### src/rtl/riscv_mem_arbiter.sv
// -----------------------------------------------------------------------------
// riscv_mem_arbiter
//
// Shares one line-wide backing memory port between the instruction-cache
// refill FSM (read only) and the data-cache refill/writeback FSM (read/write).
// Round-robin between the two sides, one transaction in flight at a time.
// A grant is held until the memory returns its ready pulse.
//
// Optional feature macro: RISCV_MEMARB_TIMEOUT_EN
//   When defined, a 16-bit watchdog aborts a grant that has waited
//   TIMEOUT_CYCLES cycles. The abort pulses the granted side's ready with zero
//   data and sets a sticky timeout flag. When undefined, a grant waits forever
//   and the timeout output is tied low.
//
// Parameters:
//   DATA_WIDTH      cache line width in bits
//   S_ADDR          line address width
//   TIMEOUT_CYCLES  watchdog limit (used only with RISCV_MEMARB_TIMEOUT_EN)
//
// Ports:
//   i_riscv_memarb_clk            clock
//   i_riscv_memarb_rst_n          asynchronous active-low reset
//   i_riscv_memarb_imem_rden      icache line read request (held until ready)
//   i_riscv_memarb_imem_addr      icache line address
//   o_riscv_memarb_imem_ready     one-cycle completion pulse to icache
//   o_riscv_memarb_imem_data_out  read line to icache
//   i_riscv_memarb_dmem_rden      dcache line read request
//   i_riscv_memarb_dmem_wren      dcache line write request
//   i_riscv_memarb_dmem_addr      dcache line address
//   i_riscv_memarb_dmem_data_in   dcache writeback line
//   o_riscv_memarb_dmem_ready     one-cycle completion pulse to dcache
//   o_riscv_memarb_dmem_data_out  read line to dcache
//   o_riscv_memarb_mem_rden       read strobe to RAM
//   o_riscv_memarb_mem_wren       write strobe to RAM
//   o_riscv_memarb_mem_addr       line address to RAM
//   o_riscv_memarb_mem_data_in    write line to RAM
//   i_riscv_memarb_mem_data_out   read line from RAM
//   i_riscv_memarb_mem_ready      completion pulse from RAM
//   o_riscv_memarb_busy           high while a grant is active
//   o_riscv_memarb_timeout        sticky watchdog flag
// -----------------------------------------------------------------------------
module riscv_mem_arbiter #(
    parameter int DATA_WIDTH     = 128,
    parameter int S_ADDR         = 10,
    parameter int TIMEOUT_CYCLES = 1024
) (
    input  logic                  i_riscv_memarb_clk,
    input  logic                  i_riscv_memarb_rst_n,
    input  logic                  i_riscv_memarb_imem_rden,
    input  logic [S_ADDR-1:0]     i_riscv_memarb_imem_addr,
    output logic                  o_riscv_memarb_imem_ready,
    output logic [DATA_WIDTH-1:0] o_riscv_memarb_imem_data_out,
    input  logic                  i_riscv_memarb_dmem_rden,
    input  logic                  i_riscv_memarb_dmem_wren,
    input  logic [S_ADDR-1:0]     i_riscv_memarb_dmem_addr,
    input  logic [DATA_WIDTH-1:0] i_riscv_memarb_dmem_data_in,
    output logic                  o_riscv_memarb_dmem_ready,
    output logic [DATA_WIDTH-1:0] o_riscv_memarb_dmem_data_out,
    output logic                  o_riscv_memarb_mem_rden,
    output logic                  o_riscv_memarb_mem_wren,
    output logic [S_ADDR-1:0]     o_riscv_memarb_mem_addr,
    output logic [DATA_WIDTH-1:0] o_riscv_memarb_mem_data_in,
    input  logic [DATA_WIDTH-1:0] i_riscv_memarb_mem_data_out,
    input  logic                  i_riscv_memarb_mem_ready,
    output logic                  o_riscv_memarb_busy,
    output logic                  o_riscv_memarb_timeout
);

    typedef enum logic [1:0] {
        IDLE  = 2'd0,
        GNT_I = 2'd1,
        GNT_D = 2'd2
    } state_e;

    state_e                  state_q, state_d;
    logic                    lastGrantD_q, lastGrantD_d;
    logic [S_ADDR-1:0]       addr_q, addr_d;
    logic [DATA_WIDTH-1:0]   wdata_q, wdata_d;
    logic                    rden_q, rden_d;
    logic                    wren_q, wren_d;

    logic reqI;
    logic reqD;
    logic pickI;
    logic inGrant;
    logic forceEnd;
    logic grantEnd;

    assign reqI    = i_riscv_memarb_imem_rden;
    assign reqD    = i_riscv_memarb_dmem_rden | i_riscv_memarb_dmem_wren;
    assign inGrant = (state_q != IDLE);

    // On a tie the side that did not win last time gets the grant. Reset
    // leaves lastGrantD_q set, so the first tie goes to the instruction side.
    assign pickI = reqI & (~reqD | lastGrantD_q);

    // A grant ends on the memory's ready pulse or on a watchdog abort.
    assign grantEnd = i_riscv_memarb_mem_ready | forceEnd;

`ifdef RISCV_MEMARB_TIMEOUT_EN
    localparam logic [15:0] TimeoutLast = 16'(TIMEOUT_CYCLES - 1);

    logic [15:0] toCnt_q, toCnt_d;
    logic        timeout_q, timeout_d;

    // The counter sits at zero in IDLE, so the first grant cycle sees 0 and
    // grant cycle N sees N-1; the abort therefore lands on grant cycle
    // TIMEOUT_CYCLES. A real ready in that same cycle takes precedence.
    assign forceEnd = inGrant & ~i_riscv_memarb_mem_ready & (toCnt_q == TimeoutLast);

    // Watchdog next-state: count grant cycles, latch the flag on any abort.
    always_comb begin
        toCnt_d   = '0;
        timeout_d = timeout_q;
        if (inGrant) begin
            toCnt_d = toCnt_q + 16'd1;
        end
        if (forceEnd) begin
            timeout_d = 1'b1;
        end
    end

    // Watchdog registers; the flag only clears through reset.
    always_ff @(posedge i_riscv_memarb_clk or negedge i_riscv_memarb_rst_n) begin
        if (!i_riscv_memarb_rst_n) begin
            toCnt_q   <= '0;
            timeout_q <= 1'b0;
        end else begin
            toCnt_q   <= toCnt_d;
            timeout_q <= timeout_d;
        end
    end

    assign o_riscv_memarb_timeout = timeout_q;
`else
    logic unusedTimeoutCfg;

    assign unusedTimeoutCfg       = (TIMEOUT_CYCLES != 0);
    assign forceEnd               = 1'b0;
    assign o_riscv_memarb_timeout = 1'b0;
`endif

    // Next-state logic. The request is captured on grant entry so the RAM
    // sees stable strobes, address and data for the whole grant even if the
    // requester changes or drops its inputs. A simultaneous dcache read and
    // write is illegal; the write is forwarded and the read dropped.
    always_comb begin
        state_d      = state_q;
        lastGrantD_d = lastGrantD_q;
        addr_d       = addr_q;
        wdata_d      = wdata_q;
        rden_d       = rden_q;
        wren_d       = wren_q;
        case (state_q)
            IDLE: begin
                if (reqI || reqD) begin
                    if (pickI) begin
                        state_d = GNT_I;
                        addr_d  = i_riscv_memarb_imem_addr;
                        rden_d  = 1'b1;
                        wren_d  = 1'b0;
                    end else begin
                        state_d = GNT_D;
                        addr_d  = i_riscv_memarb_dmem_addr;
                        wdata_d = i_riscv_memarb_dmem_data_in;
                        wren_d  = i_riscv_memarb_dmem_wren;
                        rden_d  = i_riscv_memarb_dmem_rden & ~i_riscv_memarb_dmem_wren;
                    end
                end
            end
            GNT_I, GNT_D: begin
                if (grantEnd) begin
                    state_d      = IDLE;
                    lastGrantD_d = (state_q == GNT_D);
                end
            end
            default: begin
                state_d = IDLE;
            end
        endcase
    end

    // State and captured-request registers.
    always_ff @(posedge i_riscv_memarb_clk or negedge i_riscv_memarb_rst_n) begin
        if (!i_riscv_memarb_rst_n) begin
            state_q      <= IDLE;
            lastGrantD_q <= 1'b1;
            addr_q       <= '0;
            wdata_q      <= '0;
            rden_q       <= 1'b0;
            wren_q       <= 1'b0;
        end else begin
            state_q      <= state_d;
            lastGrantD_q <= lastGrantD_d;
            addr_q       <= addr_d;
            wdata_q      <= wdata_d;
            rden_q       <= rden_d;
            wren_q       <= wren_d;
        end
    end

    // Strobes are gated by the grant state, so they fall the cycle after
    // ready and immediately on an asynchronous reset.
    assign o_riscv_memarb_busy        = inGrant;
    assign o_riscv_memarb_mem_rden    = inGrant & rden_q;
    assign o_riscv_memarb_mem_wren    = inGrant & wren_q;
    assign o_riscv_memarb_mem_addr    = addr_q;
    assign o_riscv_memarb_mem_data_in = wdata_q;

    // Only the granted side ever sees ready; data is broadcast and is zeroed
    // on a watchdog abort so a stale line is never mistaken for a refill.
    assign o_riscv_memarb_imem_ready    = (state_q == GNT_I) & grantEnd;
    assign o_riscv_memarb_dmem_ready    = (state_q == GNT_D) & grantEnd;
    assign o_riscv_memarb_imem_data_out = forceEnd ? '0 : i_riscv_memarb_mem_data_out;
    assign o_riscv_memarb_dmem_data_out = forceEnd ? '0 : i_riscv_memarb_mem_data_out;

    // A simultaneous dcache read and write request is illegal stimulus.
    illegalDmemRdWr: assert property (
        @(posedge i_riscv_memarb_clk) disable iff (!i_riscv_memarb_rst_n)
        !(i_riscv_memarb_dmem_rden && i_riscv_memarb_dmem_wren)
    );

endmodule
### config.mk
export PLATFORM = sky130hd
export DESIGN_NAME = riscv_mem_arbiter
export DESIGN_NICKNAME = d
export VERILOG_FILES = /design/src/rtl/riscv_mem_arbiter.sv
export SDC_FILE = /design/constraint.sdc
export NUM_CORES = 1
export LEC_CHECK = 0
export CAP_MARGIN = 20
export CORE_AREA = 8 8 256 258
export CTS_CLUSTER_SIZE = 24
export DETAILED_ROUTE_END_ITERATION = 8
export DIE_AREA = 0 0 264 266
export GPL_TIMING_DRIVEN = 0
export PLACE_DENSITY = 0.49
export SLEW_MARGIN = 5
export SYNTH_ARGS = -nofsm -noshare
export SYNTH_HDL_FRONTEND = slang
export SYNTH_SLANG_ARGS = --single-unit
export TNS_END_PERCENT = 20
### constraint.sdc
create_clock -name i_riscv_memarb_clk -period 3.3 [get_ports i_riscv_memarb_clk]
set_clock_uncertainty 0.1 [all_clocks]
set_input_delay 0.66 -clock i_riscv_memarb_clk [delete_from_list [all_inputs] [get_ports i_riscv_memarb_clk]]
set_output_delay 0.66 -clock i_riscv_memarb_clk [all_outputs]
set_load 0.005 [all_outputs]
==> results of run 1 <==
[cell families (layout without fill, tap and decap cells)]
family	count (synthesis)	count (layout)	share of synthesized area [%]
adders and majority gates	3	3	0.497
buffers and inverters	283	867	28.2
muxes	129	129	19.2
DFF	143	143	47.4
other	1	1	0.0497
and+or+nand+nor	31	31	1.87
AOI/OAI and AO/OA	32	32	2.73
[worst max-delay path: stages, from the launching register on]
cell	delay, ns
sky130_fd_sc_hd__dfrtp_1	0.39
sky130_fd_sc_hd__inv_1	0.08
sky130_fd_sc_hd__ha_1	0.19
sky130_fd_sc_hd__buf_4	0.16
sky130_fd_sc_hd__nor2_1	0.16
sky130_fd_sc_hd__clkdlybuf4s50_1	0.59
[placed cells by master (no fill, tap or decap), types with 2 or more instances in the layout]
master,instances
sky130_fd_sc_hd__nor2_1,12
sky130_fd_sc_hd__and2_1,2
sky130_fd_sc_hd__ha_1,3
sky130_fd_sc_hd__clkdlybuf4s50_1,551
sky130_fd_sc_hd__clkbuf_1,6
sky130_fd_sc_hd__nand3_1,11
sky130_fd_sc_hd__clkbuf_16,17
sky130_fd_sc_hd__inv_1,5
sky130_fd_sc_hd__dfrtp_1,142
sky130_fd_sc_hd__nor2b_1,2
sky130_fd_sc_hd__mux2_2,129
sky130_fd_sc_hd__inv_6,3
sky130_fd_sc_hd__a31oi_1,10
sky130_fd_sc_hd__clkinv_2,2
sky130_fd_sc_hd__clkinv_4,2
sky130_fd_sc_hd__buf_6,13
sky130_fd_sc_hd__buf_2,2
sky130_fd_sc_hd__o21ai_0,12
sky130_fd_sc_hd__bufinv_16,5
sky130_fd_sc_hd__nand2_1,3
sky130_fd_sc_hd__o2bb2ai_1,2
sky130_fd_sc_hd__buf_4,258
[metal layers]
layer  vias to the layer above  share of wire (%)
met4                         2                1.6
met3                        29                 11
met2                       346                 54
met5                         -              0.028
met1                      3085                 34
li1                       2948                  -
[layout make-up]
class,instances,area (sq um)
plain buffers,278,2110
clock buffers,18,429
clock inverters,13,211
fillers,6533,46500
inverters,5,18.8
multi-input cells,196,1840
flip-flops and latches,143,3580
well taps,790,988
repair buffers,553,5560
[flip-flops by register name, summed over array words and instances, names as in the netlist]
name,cells
o_riscv_memarb_mem_data_in,128
o_riscv_memarb_mem_addr,10
state_q,2
lastGrantD_q,1
rden_q,1
wren_q,1
[cells in the mapped netlist]
| cell | instances | area [sq um] |
|---|---|---|
| sky130_fd_sc_hd__a211o_1 | 1 | 8.76 |
| sky130_fd_sc_hd__a21o_1 | 1 | 7.51 |
| sky130_fd_sc_hd__a21oi_1 | 1 | 5.00 |
| sky130_fd_sc_hd__a31oi_1 | 10 | 62.6 |
| sky130_fd_sc_hd__and2_1 | 2 | 12.5 |
| sky130_fd_sc_hd__buf_2 | 2 | 10.0 |
| sky130_fd_sc_hd__buf_4 | 258 | 1940 |
| sky130_fd_sc_hd__buf_6 | 13 | 146 |
| sky130_fd_sc_hd__clkbuf_1 | 5 | 18.8 |
| sky130_fd_sc_hd__conb_1 | 1 | 3.75 |
| sky130_fd_sc_hd__dfrtp_1 | 142 | 3550 |
| sky130_fd_sc_hd__dfstp_2 | 1 | 26.3 |
| sky130_fd_sc_hd__ha_1 | 3 | 37.5 |
| sky130_fd_sc_hd__inv_1 | 5 | 18.8 |
| sky130_fd_sc_hd__mux2_2 | 129 | 1450 |
| sky130_fd_sc_hd__nand2_1 | 3 | 11.3 |
| sky130_fd_sc_hd__nand3_1 | 11 | 55.1 |
| sky130_fd_sc_hd__nor2_1 | 12 | 45.0 |
| sky130_fd_sc_hd__nor2b_1 | 2 | 12.5 |
| sky130_fd_sc_hd__nor3_1 | 1 | 5.00 |
| sky130_fd_sc_hd__o211ai_2 | 1 | 12.5 |
| sky130_fd_sc_hd__o21ai_0 | 12 | 60.1 |
| sky130_fd_sc_hd__o21ba_2 | 1 | 10.0 |
| sky130_fd_sc_hd__o21bai_1 | 1 | 7.51 |
| sky130_fd_sc_hd__o22ai_1 | 1 | 6.26 |
| sky130_fd_sc_hd__o2bb2ai_1 | 2 | 17.5 |
| sky130_fd_sc_hd__o31a_1 | 1 | 8.76 |
[final timing paths]
path                                                       from                        endpoint  slack (ns)  cells past startpoint
max reg2reg                                          state_q[0]  o_riscv_memarb_mem_data_in[90]        1.23                      7
max                                                  state_q[0]         o_riscv_memarb_mem_wren        0.49                      5
max in group asynchronous                  i_riscv_memarb_rst_n  o_riscv_memarb_mem_data_in[44]        2.26                      2
min in group i_riscv_memarb_clk  o_riscv_memarb_mem_data_in[55]  o_riscv_memarb_mem_data_in[55]        0.40                      1
min                                        i_riscv_memarb_rst_n  o_riscv_memarb_mem_data_in[21]        0.02                      1
min reg2reg                      o_riscv_memarb_mem_data_in[55]  o_riscv_memarb_mem_data_in[55]        0.40                      1
[through the flow]
step | power (mW) | util, % | hold slack, ns
6_report | 10.4 | 24.1 | 0.0246
5_1_grt | 11.1 | 24.1 | 0.0406
4_1_cts | 10.7 | 24.1 | 0.0197
3_5_place_dp | 8.42 | 23.0 | 0.391
3_3_place_gp | 8.34 | 23.0 | 0.387
2_1_floorplan | 5.26 | - | 0.264
[power by group through the flow]
stage                     clock [mW]  combinational, mW  sequential, mW
after floorplan                    0               2.07            3.19
after global placement             0               5.21            3.13
after detailed placement           0               5.26            3.17
after CTS                       2.33               5.28            3.14
after global routing            2.38               5.51            3.26
final                           2.19               5.09            3.13
==> results summary, run 1 <==
The number of cells in the finished layout apart from fillers came out at 1,996. The global-route track usage on met2 is 16.1%. The post-synthesis sequential area ratio came out at 47.4%. The type of the tightest min-delay check is input port to async pin. The final design area excluding fillers came out at 0.0147 sq mm. The placeable core region is 0.0613 sq mm. The number of global-route vias before repair came out at 7,016.

In this run the deepest clock path goes through 2 buffers. The number of placed I/O pins came out at 682. STA classifies the critical path endpoint as an output port. The count of nets after finishing is 1,479.

The synthesized netlist occupies a cell area of 0.00755 sq mm. The max-cap check violation count is 0. The worst-case vdd ir drop is 0.000397 V. The clock transition at the registers of the reported paths is 0.06 ns. The residual DRC count came out at 0. From synthesis to final layout, the design area changed by 95.2%.

The total clock sinks is 143. The detailed-route vias per instance came out at 3.21. The global-route met3 utilization is 4.85%.

Of the cells placed in the final design, the portion with a size suffix greater than 1 is 36.2%. The wire length per cell came out at 16.1 um. TritonCTS built the clock tree. The instance count after placement with tap cells included came out at 1,965. The data required time of the worst path came out at 2.54 ns. Internal power comes to 7.35 mW. The run finished with clean final reports. The number of rows created at floorplan is 91. The total cell area at the placement stage came out at 0.0141 sq mm. In this run the horizontal extent of the chip is 264 um. The final worst setup slack is 0.492 ns. Setup violations remaining at the end of the flow were counted as 0. CTS placed an instance of sky130_fd_sc_hd__clkbuf_16 at the clock tree root. Setup repair after global routing left no endpoint under its margin. The count of synthesis-stage warnings from yosys came out at 0. Synthesis inferred 143 register bits. The number of vias after detailed routing is 6,410. The achievable frequency came out at 0.356 GHz. The post-cts gate resize count is 0. The all-layer global routing usage came out at 8.78%.

The combinational share of power is 48.9%. The number of antenna violations at the first check in global routing is 1. The setup TNS after final layout is 0 ns.

The die boundary height came out at 266 um. The met1 global-route usage came out at 8.25%. At the end of routability-driven placement, the weighted congestion stood at 0.783. 0 antenna diodes ended up in the layout. Of the available clock period, the critical path in the final layout requires 85.1%. The layer flagged by global routing as most heavily used is met2. The post-placement setup slack is 0.507 ns.

The count of buffers from port buffering is 552. The cts-stage hold buffer count came out at 0. The post-CTS setup repair buffer count is 0.

The largest fanout on the critical path is 9. The count of final hold-check violations came out at 0. After the first detailed-routing iteration, the DRC count stood at 196.

The distinct cell type count after synthesis is 27. The static leakage came out at 6.17 nW. The number of slew-limit violations in the final report was 0. The number of nets in the synthesized netlist is 907. The clock buffer count from CTS is 17. The synthesized area per cell came out at 12.1 sq um. The part of the total power dissipated in sequential elements is 30.0%. Measured against its own limit, the worst slew margin works out to 57.1%. The H-tree depth came out at 4. The post-route antenna net violation count came out at 0. The areal power density over the cells came out at 706 mW/mm^2. For the pin with the worst max-slew slack, the measured transition is 0.644 ns. The cell count after synthesis came out at 622. The detailed placer's ending HPWL came out at 26,900 um. At the later pin of the worst-skew pair, clock insertion delay measures 0.47 ns. The first-pass GRT wire length came out at 46,500 um.

The total die area is 0.0702 sq mm. In this run, the clock network consumes 21.0% of the power. The data arrival time of the worst path is 2.05 ns. The post-layout minimum cycle time is 2.81 ns.

The initial core utilization is 12.3%. The routed design has 32,100 um of wire. Entering global routing, the biggest net connects 75 pins.

The first detailed-routing pass ran for 4 iterations. The switching share of total power came out at 29.4%. The power spent charging and discharging nets is 3.06 mW. The total congestion overflow after global routing came out at 0.

By startpoint and endpoint, the worst setup path is classified as register to output port. The worst setup path is launched from a register.
Note: power is estimated with default switching activity, not from simulation.
==> run 2: changes to the inputs <==
--- a/config.mk
+++ b/config.mk
@@ -6,13 +6,15 @@
 export NUM_CORES = 1
 export LEC_CHECK = 0
 export CAP_MARGIN = 20
-export CORE_AREA = 8 8 256 258
+export CORE_AREA = 8 8 262 264
 export CTS_CLUSTER_SIZE = 24
 export DETAILED_ROUTE_END_ITERATION = 8
-export DIE_AREA = 0 0 264 266
+export DIE_AREA = 0 0 270 272
+export DONT_BUFFER_PORTS = 1
 export GPL_TIMING_DRIVEN = 0
-export PLACE_DENSITY = 0.49
-export SLEW_MARGIN = 5
+export MAX_ROUTING_LAYER = met4
+export PLACE_DENSITY = 0.34
+export SLEW_MARGIN = 20
 export SYNTH_ARGS = -nofsm -noshare
 export SYNTH_HDL_FRONTEND = slang
 export SYNTH_SLANG_ARGS = --single-unit
==> run 2 against run 1 <==
The flow now finishes with violations (hold timing). Final area decreased by 37%. Combinational power decreased by 51%. Register-to-register slack improved by 0.04 ns. Non-clock buffer count decreased by 553. Worst setup slack improved by 0.47 ns. Sequential share of layout area increased by 14 points. Maximum frequency increased by 20%. Cell count decreased by 24%. Clock power decreased by 6%. Global-route usage decreased by 1.6 points. Critical path depth decreased by 1. Via count decreased by 32%. Largest cell class is now sequential cells. Highest routed layer is now met4.
==> results summary, run 2 (same netlist as run 1, synthesis figures left out) <==
The count of buffers from port buffering is 0 (-100%). The worst hold margin is -0.209 ns (-0.234 ns). The clock network power share is 25.5% (+4.5 points). The part of the total power dissipated in sequential elements is 44.0% (+14 points).

The number of vias after detailed routing came out at 4,380 (-32%). The post-CTS setup repair buffer count is 0 (unchanged). The signal on the critical path passes through inv_1 -> ha_1 -> buf_4 -> nor2_1. The H-tree depth was 4 (unchanged). The critical path buffer and inverter count came out at 2 (-1). The most common cell after layout, fill and taps aside is sky130_fd_sc_hd__buf_4. The critical path in this run is classified as register to output port.

The post-route antenna net violation count came to 0 (unchanged). The wire length per cell came out at 17.8 um (+11%). The flow ran to the end, but the final reports show violations. The post-detailed-routing wire length was 27,000 um (-16%).

The total cell area at the placement stage came out at 0.00863 sq mm (-39%). The number of iterations in the first detailed-routing pass is 4 (unchanged). Among all stages on the critical path, the largest delay is contributed by sky130_fd_sc_hd__dfrtp_1.

The antenna diode count came to 0 (unchanged). The initial core utilization came out at 11.7% (-0.68 points). The flip-flop count of the largest register, all copies and words added is 128 (unchanged). The die boundary height came to 272 um (+2.3%). The number of rows created at floorplan came out at 94 (+3.3%). The count of final hold-check violations came out at 142 (+142). The first-iteration detailed-routing DRC count came out at 150 (-23%). The final count of negative-setup-slack endpoints is 0 (unchanged).

The share of final-layout standard cells stronger than drive strength 1 is 66.8% (+31 points). The detailed-route vias per instance is 2.89 (-10%). TritonCTS built the clock tree. The data required time of the worst path came out at 2.54 ns (about the same).

The delay of the slowest critical-path stage came out at 0.39 ns (-0.20 ns). The top cell types in the final layout, fill and taps aside, are sky130_fd_sc_hd__buf_4, sky130_fd_sc_hd__dfrtp_1, sky130_fd_sc_hd__mux2_2. The routability-driven placement congestion ratio is 0.710 (-9.3%). The all-layer global routing usage came out at 7.21% (-1.6 points). The clock buffer count from CTS came out at 17 (unchanged). The area growth from synthesis to final layout is 22.4%. The insertion delay of the later-clocked pin in the worst-skew pair came out at 0.46 ns (about the same). The worst setup path is captured at an output port.

The static leakage came to 3.98 nW (-35%). The worst-case headroom to the max-slew limit came out at 66.4% (+9.3 points). The total die area is 0.0734 sq mm (+4.6%). Grouping stages by cell kind, the critical path spends the most delay in flip-flops. The tree is rooted in a sky130_fd_sc_hd__clkbuf_16. The worst reg-to-reg setup slack is 1.27 ns (+0.04 ns). The first-pass GRT wire length came out at 37,400 um (-19%).

The areal power density over the cells came to 875 mW/mm^2 (+24%). The horizontal extent of the die came out at 270 um (+2.3%). The internal power consumption was 5.29 mW (-28%). The worst-case vdd ir drop is 0.000362 V (-9.0%).

Setup repair after global routing left no endpoint under its margin. The total clock sinks is 143 (unchanged). The max-cap check violation count is 0 (unchanged). The checks that failed: hold timing. The post-layout minimum cycle time is 2.34 ns (-0.469 ns). The number of slew-limit violations in the final report came out at 0 (unchanged). The post-cts gate resize count is 0 (unchanged). The count of nets after finishing is 926 (-37%).

STA classifies the critical path startpoint as a register. The total of fill cells in the finished design came out at 7,250 (+11%). The setup TNS after final layout is 0 ns (unchanged).

The number of global-route vias before repair is 4,963 (-29%). The largest fanout on the critical path is 9 (unchanged). The clock transition at the registers of the reported paths came out at 0.07 ns (about the same).

The combinational share of power is 30.5% (-18 points). The total congestion overflow after global routing came to 0 (unchanged). The pin count of the biggest net entering global routing was 144 (+92%). The part of the cycle the worst path needs is 70.9% (-14 points). The achievable frequency came out at 0.428 GHz (+20%). The placeable core region is 0.0648 sq mm (+5.8%). The number of antenna violations at the first check in global routing is 1 (unchanged). The residual DRC count is 0 (unchanged). The number of placed I/O pins is 682 (unchanged). The worst-margin pin slew is 0.504 ns (-0.140 ns). The power spent charging and discharging nets is 2.80 mW (-8.5%).

The detailed placer's ending HPWL is 22,200 um (-18%). The worst hold path belongs to the class input port to async pin. The data arrival time of the worst path is 1.58 ns (-0.47 ns). The switching share of total power is 34.6% (+5.2 points). The number of buffers on the longest clock path is 2 (unchanged). The final design area excluding fillers is 0.00924 sq mm (-37%).
-- run 2: cell count changes in the layout (fill, tap and decap cells not counted), sizes merged --
cell / change
clkdlybuf4s50: -551
inv: +4
bufinv: -3
buf: -2
-- run 2: path summary, 6_finish.rpt --
check | from | endpoint | depth (start not counted)
min in group i_riscv_memarb_clk | i_riscv_memarb_dmem_data_in[44] | o_riscv_memarb_mem_data_in[44] | 1
max in group asynchronous | i_riscv_memarb_rst_n | lastGrantD_q | 0
worst min register to register | state_q[1] | state_q[1] | 1
worst max-delay path | state_q[0] | o_riscv_memarb_mem_wren | 4
worst min-delay path | i_riscv_memarb_rst_n | o_riscv_memarb_mem_data_in[23] | 0
worst max register to register | state_q[0] | o_riscv_memarb_mem_data_in[45] | 7
-- run 2: power by group through the flow --
stage               combinational (mW)  sequential, mW  clock (mW)
floorplan                         2.07            3.19           0
global placement                  2.54            3.68           0
detailed placement                2.58            3.65           0
CTS                               2.58            3.63        2.21
global route                      2.74            3.72        2.25
finish                            2.47            3.56        2.06
-- run 2: worst register-to-register path, stage by stage, from the launching register on --
cell and delay [ns]:
sky130_fd_sc_hd__dfrtp_1 0.39, sky130_fd_sc_hd__inv_1 0.07, sky130_fd_sc_hd__ha_1 0.19, sky130_fd_sc_hd__buf_4 0.17, sky130_fd_sc_hd__o211ai_2 0.13, sky130_fd_sc_hd__buf_6 0.29
sky130_fd_sc_hd__buf_6 0.23, sky130_fd_sc_hd__mux2_2 0.35
-- run 2: area by class of cell --
class                   instances  area, sq um  share of cell area [%]
multi-input cells             196         1840                    19.9
clock inverters                14          171                    1.85
clock buffers                  18          439                    4.75
inverters                       5         18.8                   0.203
well taps                     864         1080                    11.7
flip-flops and latches        143         3580                    38.7
plain buffers                 278         2110                    22.8
-- run 2: metrics by stage --
| stage | worst slack (ns) | utilization, % | instances | hold slack, ns | total power [mW] |
|---|---|---|---|---|---|
| final | 0.962 | 14.3 | 1518 | -0.209 | 8.09 |
| after global routing | 0.796 | 14.3 | 1518 | -0.282 | 8.71 |
| after CTS | 0.821 | 14.3 | 1518 | -0.290 | 8.42 |
| after detailed placement | 1.13 | 13.3 | 1486 | 0.270 | 6.24 |
| after global placement | 1.14 | 13.3 | 1486 | 0.270 | 6.22 |
| after floorplan | 1.56 | - | 622 | 0.264 | 5.26 |
-- run 2: layer usage --
metal,global-route usage (%),wire length (um)
met1,6.56,8730
met2,12.3,14600
met3,4.49,3250
met4,2.55,446
met5,-,0
==> run 3: changes to the inputs <==
--- a/config.mk
+++ b/config.mk
@@ -13,7 +13,7 @@
 export DONT_BUFFER_PORTS = 1
 export GPL_TIMING_DRIVEN = 0
 export MAX_ROUTING_LAYER = met4
-export PLACE_DENSITY = 0.34
+export PLACE_DENSITY = 0.35
 export SLEW_MARGIN = 20
 export SYNTH_ARGS = -nofsm -noshare
 export SYNTH_HDL_FRONTEND = slang
==> constraint.sdc (replaced) <==
create_clock -name i_riscv_memarb_clk -period 2 [get_ports i_riscv_memarb_clk]
set_clock_uncertainty 0.1 [all_clocks]
set_input_delay 0.4 -clock i_riscv_memarb_clk [delete_from_list [all_inputs] [get_ports i_riscv_memarb_clk]]
set_output_delay 0.4 -clock i_riscv_memarb_clk [all_outputs]
set_load 0.005 [all_outputs]
==> run 3 against run 2 <==
First-iteration DRC count is 6.7% higher. Utilization increased by 2.8 points. Cell count rose by 10%. Global-route usage about the same. Largest power group unchanged. Combinational power increased by 110%. Worst hold slack lost 0.26 ns. Wire length hardly changed. The flow still finishes with violations (hold timing).
==> results summary, run 3 (same netlist as run 1, synthesis figures left out) <==
The run finished, with violations left. The final reports fail on hold timing. The instance count after placement with tap cells included is 1,486 (unchanged). The number of rows created at floorplan is 94 (unchanged). The antenna diode count is 0 (unchanged). The flip-flop count of the largest register, all copies and words added came out at 128 (unchanged). The library cell used most frequently in the layout, excluding fill and tap cells, is sky130_fd_sc_hd__buf_4. TritonCTS built the clock tree. The clock transition at the registers of the reported paths is 0.07 ns (about the same). The first-pass GRT wire length is 38,700 um (+3.4%). For this design, the CTS-stage hold fixing added 151 buffers. The max-cap check violation count came out at 0 (unchanged).

The final count of negative-setup-slack endpoints came out at 0 (unchanged). The H-tree depth came out at 4 (unchanged). The worst hold margin was -0.473 ns (-0.263 ns). The total power after layout came out at 14.4 mW (+78%). The worst-case headroom to the max-slew limit is 59.7% (-6.7 points). The kind of start point of the critical path is a register. In this run the clock root is driven by a sky130_fd_sc_hd__clkbuf_16. The horizontal extent of the die is 270 um (unchanged). The post-detailed-routing wire length came out at 27,000 um (about the same). The worst-case vdd ir drop came to 0.000603 V (+67%).

The wire length per cell came out at 16.1 um (-9.4%). The post-layout minimum cycle time is 1.94 ns. The total of fill cells in the finished design is 7,108 (-2.0%). The final design area excluding fillers is 0.0110 sq mm (+19%).

The first-iteration detailed-routing DRC count is 160 (+6.7%). The combined flip-flop and latch cell area came out at 0.00358 sq mm (unchanged). The placeable core region is 0.0648 sq mm (unchanged). The die boundary height was 272 um (unchanged). The routability-driven placement congestion ratio was 0.714 (+0.56%). The static leakage came to 4.73 nW (+19%). The part of the cycle the worst path needs is 97.2%. The number of placed I/O pins came out at 682 (unchanged). The tightest min-delay check is of the input port to async pin type. The total cell area at the placement stage is 0.00863 sq mm (unchanged). The number of buffers on the longest clock path came out at 2 (unchanged). The data arrival time of the worst path was 2.18 ns (+0.60 ns). The post-route antenna net violation count was 0 (unchanged).

The detailed-route vias per instance came to 2.95 (+2.1%). The number of vias after detailed routing was 4,938 (+13%). The count of final hold-check violations came out at 143 (+0.70%). The final core area utilization is 17.0% (+2.8 points). The pin count of the biggest net entering global routing is 144 (unchanged).

The insertion delay of the later-clocked pin in the worst-skew pair is 0.47 ns (about the same). The all-layer global routing usage is 7.17% (-0.042 points). The worst-margin pin slew is 0.604 ns (+0.0998 ns). The detailed placer's ending HPWL came out at 21,000 um (-5.0%). The residual DRC count came out at 0 (unchanged). The capturing element type of the critical path is a register. The total die area is 0.0734 sq mm (unchanged). The count of nets after finishing is 1,084 (+17%).

The data required time of the worst path came out at 2.24 ns (-0.30 ns). The number of antenna violations at the first check in global routing is 0 (-1). The clock buffer count from CTS is 17 (unchanged). The area growth from synthesis to layout is 46.2%.

The achievable frequency came out at 0.514 GHz. The area of the multi-input gates came out at 0.00188 sq mm (+2.0%). The critical path class is register to register. The total clock sinks came out at 143 (unchanged). The total congestion overflow after global routing is 0 (unchanged). The areal power density over the cells came out at 1310 mW/mm^2 (+49%). The share of final-layout standard cells stronger than drive strength 1 is 55.2% (-12 points). The number of global-route vias before repair came to 5,825 (+17%). The number of slew-limit violations in the final report is 0 (unchanged).

The count of buffers from port buffering is 0 (unchanged). The number of cells in the finished layout apart from fillers is 1,676 (+10%). The initial core utilization came out at 11.7% (unchanged). The number of iterations in the first detailed-routing pass came to 4 (unchanged). The library cells used most frequently in the layout, excluding fill and tap cells, are sky130_fd_sc_hd__buf_4, sky130_fd_sc_hd__dlygate4sd3_1, sky130_fd_sc_hd__dfrtp_1. The largest fanout on the critical path came out at 8 (-1).
==> run 3: changes by cell type in the layout (fill, tap and decap cells not counted), moves of 2 or more <==
cell and change:
sky130_fd_sc_hd__buf_8 +2, sky130_fd_sc_hd__buf_4 +2, sky130_fd_sc_hd__inv_8 -2, sky130_fd_sc_hd__clkinvlp_4 +2, sky130_fd_sc_hd__buf_12 +12, sky130_fd_sc_hd__buf_6 -13
sky130_fd_sc_hd__dlygate4sd3_1 +151, sky130_fd_sc_hd__buf_16 +2, sky130_fd_sc_hd__clkinv_4 -2, sky130_fd_sc_hd__clkbuf_16 +2
==> run 3: worst paths after layout <==
kind                             cells past startpoint                     startpoint  slack, ns                              to
setup / recovery                                     8                     state_q[0]       0.06   o_riscv_memarb_mem_data_in[5]
hold / removal                                       0           i_riscv_memarb_rst_n      -0.47  o_riscv_memarb_mem_data_in[27]
setup reg to reg                                     8                     state_q[0]       0.06   o_riscv_memarb_mem_data_in[5]
hold reg to reg                                      1  o_riscv_memarb_mem_data_in[7]       0.44   o_riscv_memarb_mem_data_in[7]
max in group asynchronous                            0           i_riscv_memarb_rst_n       1.99                    lastGrantD_q
min in group i_riscv_memarb_clk                      3       i_riscv_memarb_dmem_wren       0.11                          rden_q
==> run 3: what timing repair did <==
action                     4_1_cts  5_1_grt
buffers inserted                 3        1
resized for setup               23       15
pin swaps                        2        1
setup endpoints to repair      102       72
gates cloned                     2        2
hold endpoints to repair       285      143
==> run 3: cell type report <==
type	instances	area share, %
Clock buffer	18	3.89
Inverter	5	0.170
Clock inverter	14	1.64
Buffer	277	20.0
Sequential cell	143	32.4
Tap cell	864	9.79
Timing Repair Buffer	159	15.0
Multi-Input combinational cell	196	17.0
==> run 3: power breakdown <==
| part | internal, mW | switching (mW) | total, mW |
|---|---|---|---|
| registers | 4.42 | 1.39 | 5.81 |
| logic | 3.18 | 1.95 | 5.13 |
| clock network | 1.98 | 1.48 | 3.46 |
| total | 9.59 | 4.82 | 14.4 |
==> run 3: critical path: stages, from the launching register on <==
cell and delay (ns):
sky130_fd_sc_hd__dfrtp_1 0.39, sky130_fd_sc_hd__inv_2 0.07, sky130_fd_sc_hd__ha_4 0.16, sky130_fd_sc_hd__buf_8 0.14, sky130_fd_sc_hd__o211ai_4 0.11, sky130_fd_sc_hd__buf_12 0.17, sky130_fd_sc_hd__buf_16 0.17, sky130_fd_sc_hd__clkbuf_16 0.16
sky130_fd_sc_hd__mux2_2 0.32
==> run 3: through the flow <==
step | setup TNS (ns) | setup slack [ns] | hold WS [ns]
3_5_place_dp | -10.27 | -0.130 | 0.00924
5_1_grt | -0.00503 | -0.00189 | -0.534
6_report | 0 | 0.0556 | -0.473
2_1_floorplan | 0 | 0.303 | 0.00441
4_1_cts | -0.0145 | -0.0145 | -0.547
3_3_place_gp | -7.46 | -0.101 | 0.00950
==> run 3: per-layer routing <==
| layer | GRT usage, % | part of all wire, % | up-vias | wire [um] |
|---|---|---|---|---|
| li1 | - | - | 2161 | - |
| met1 | 6.73 | 34 | 2439 | 9080 |
| met2 | 12.5 | 55 | 311 | 14800 |
| met3 | 3.56 | 9.8 | 27 | 2650 |
| met4 | 2.82 | 1.8 | 0 | 500 |
| met5 | - | 0 | - | 0 |
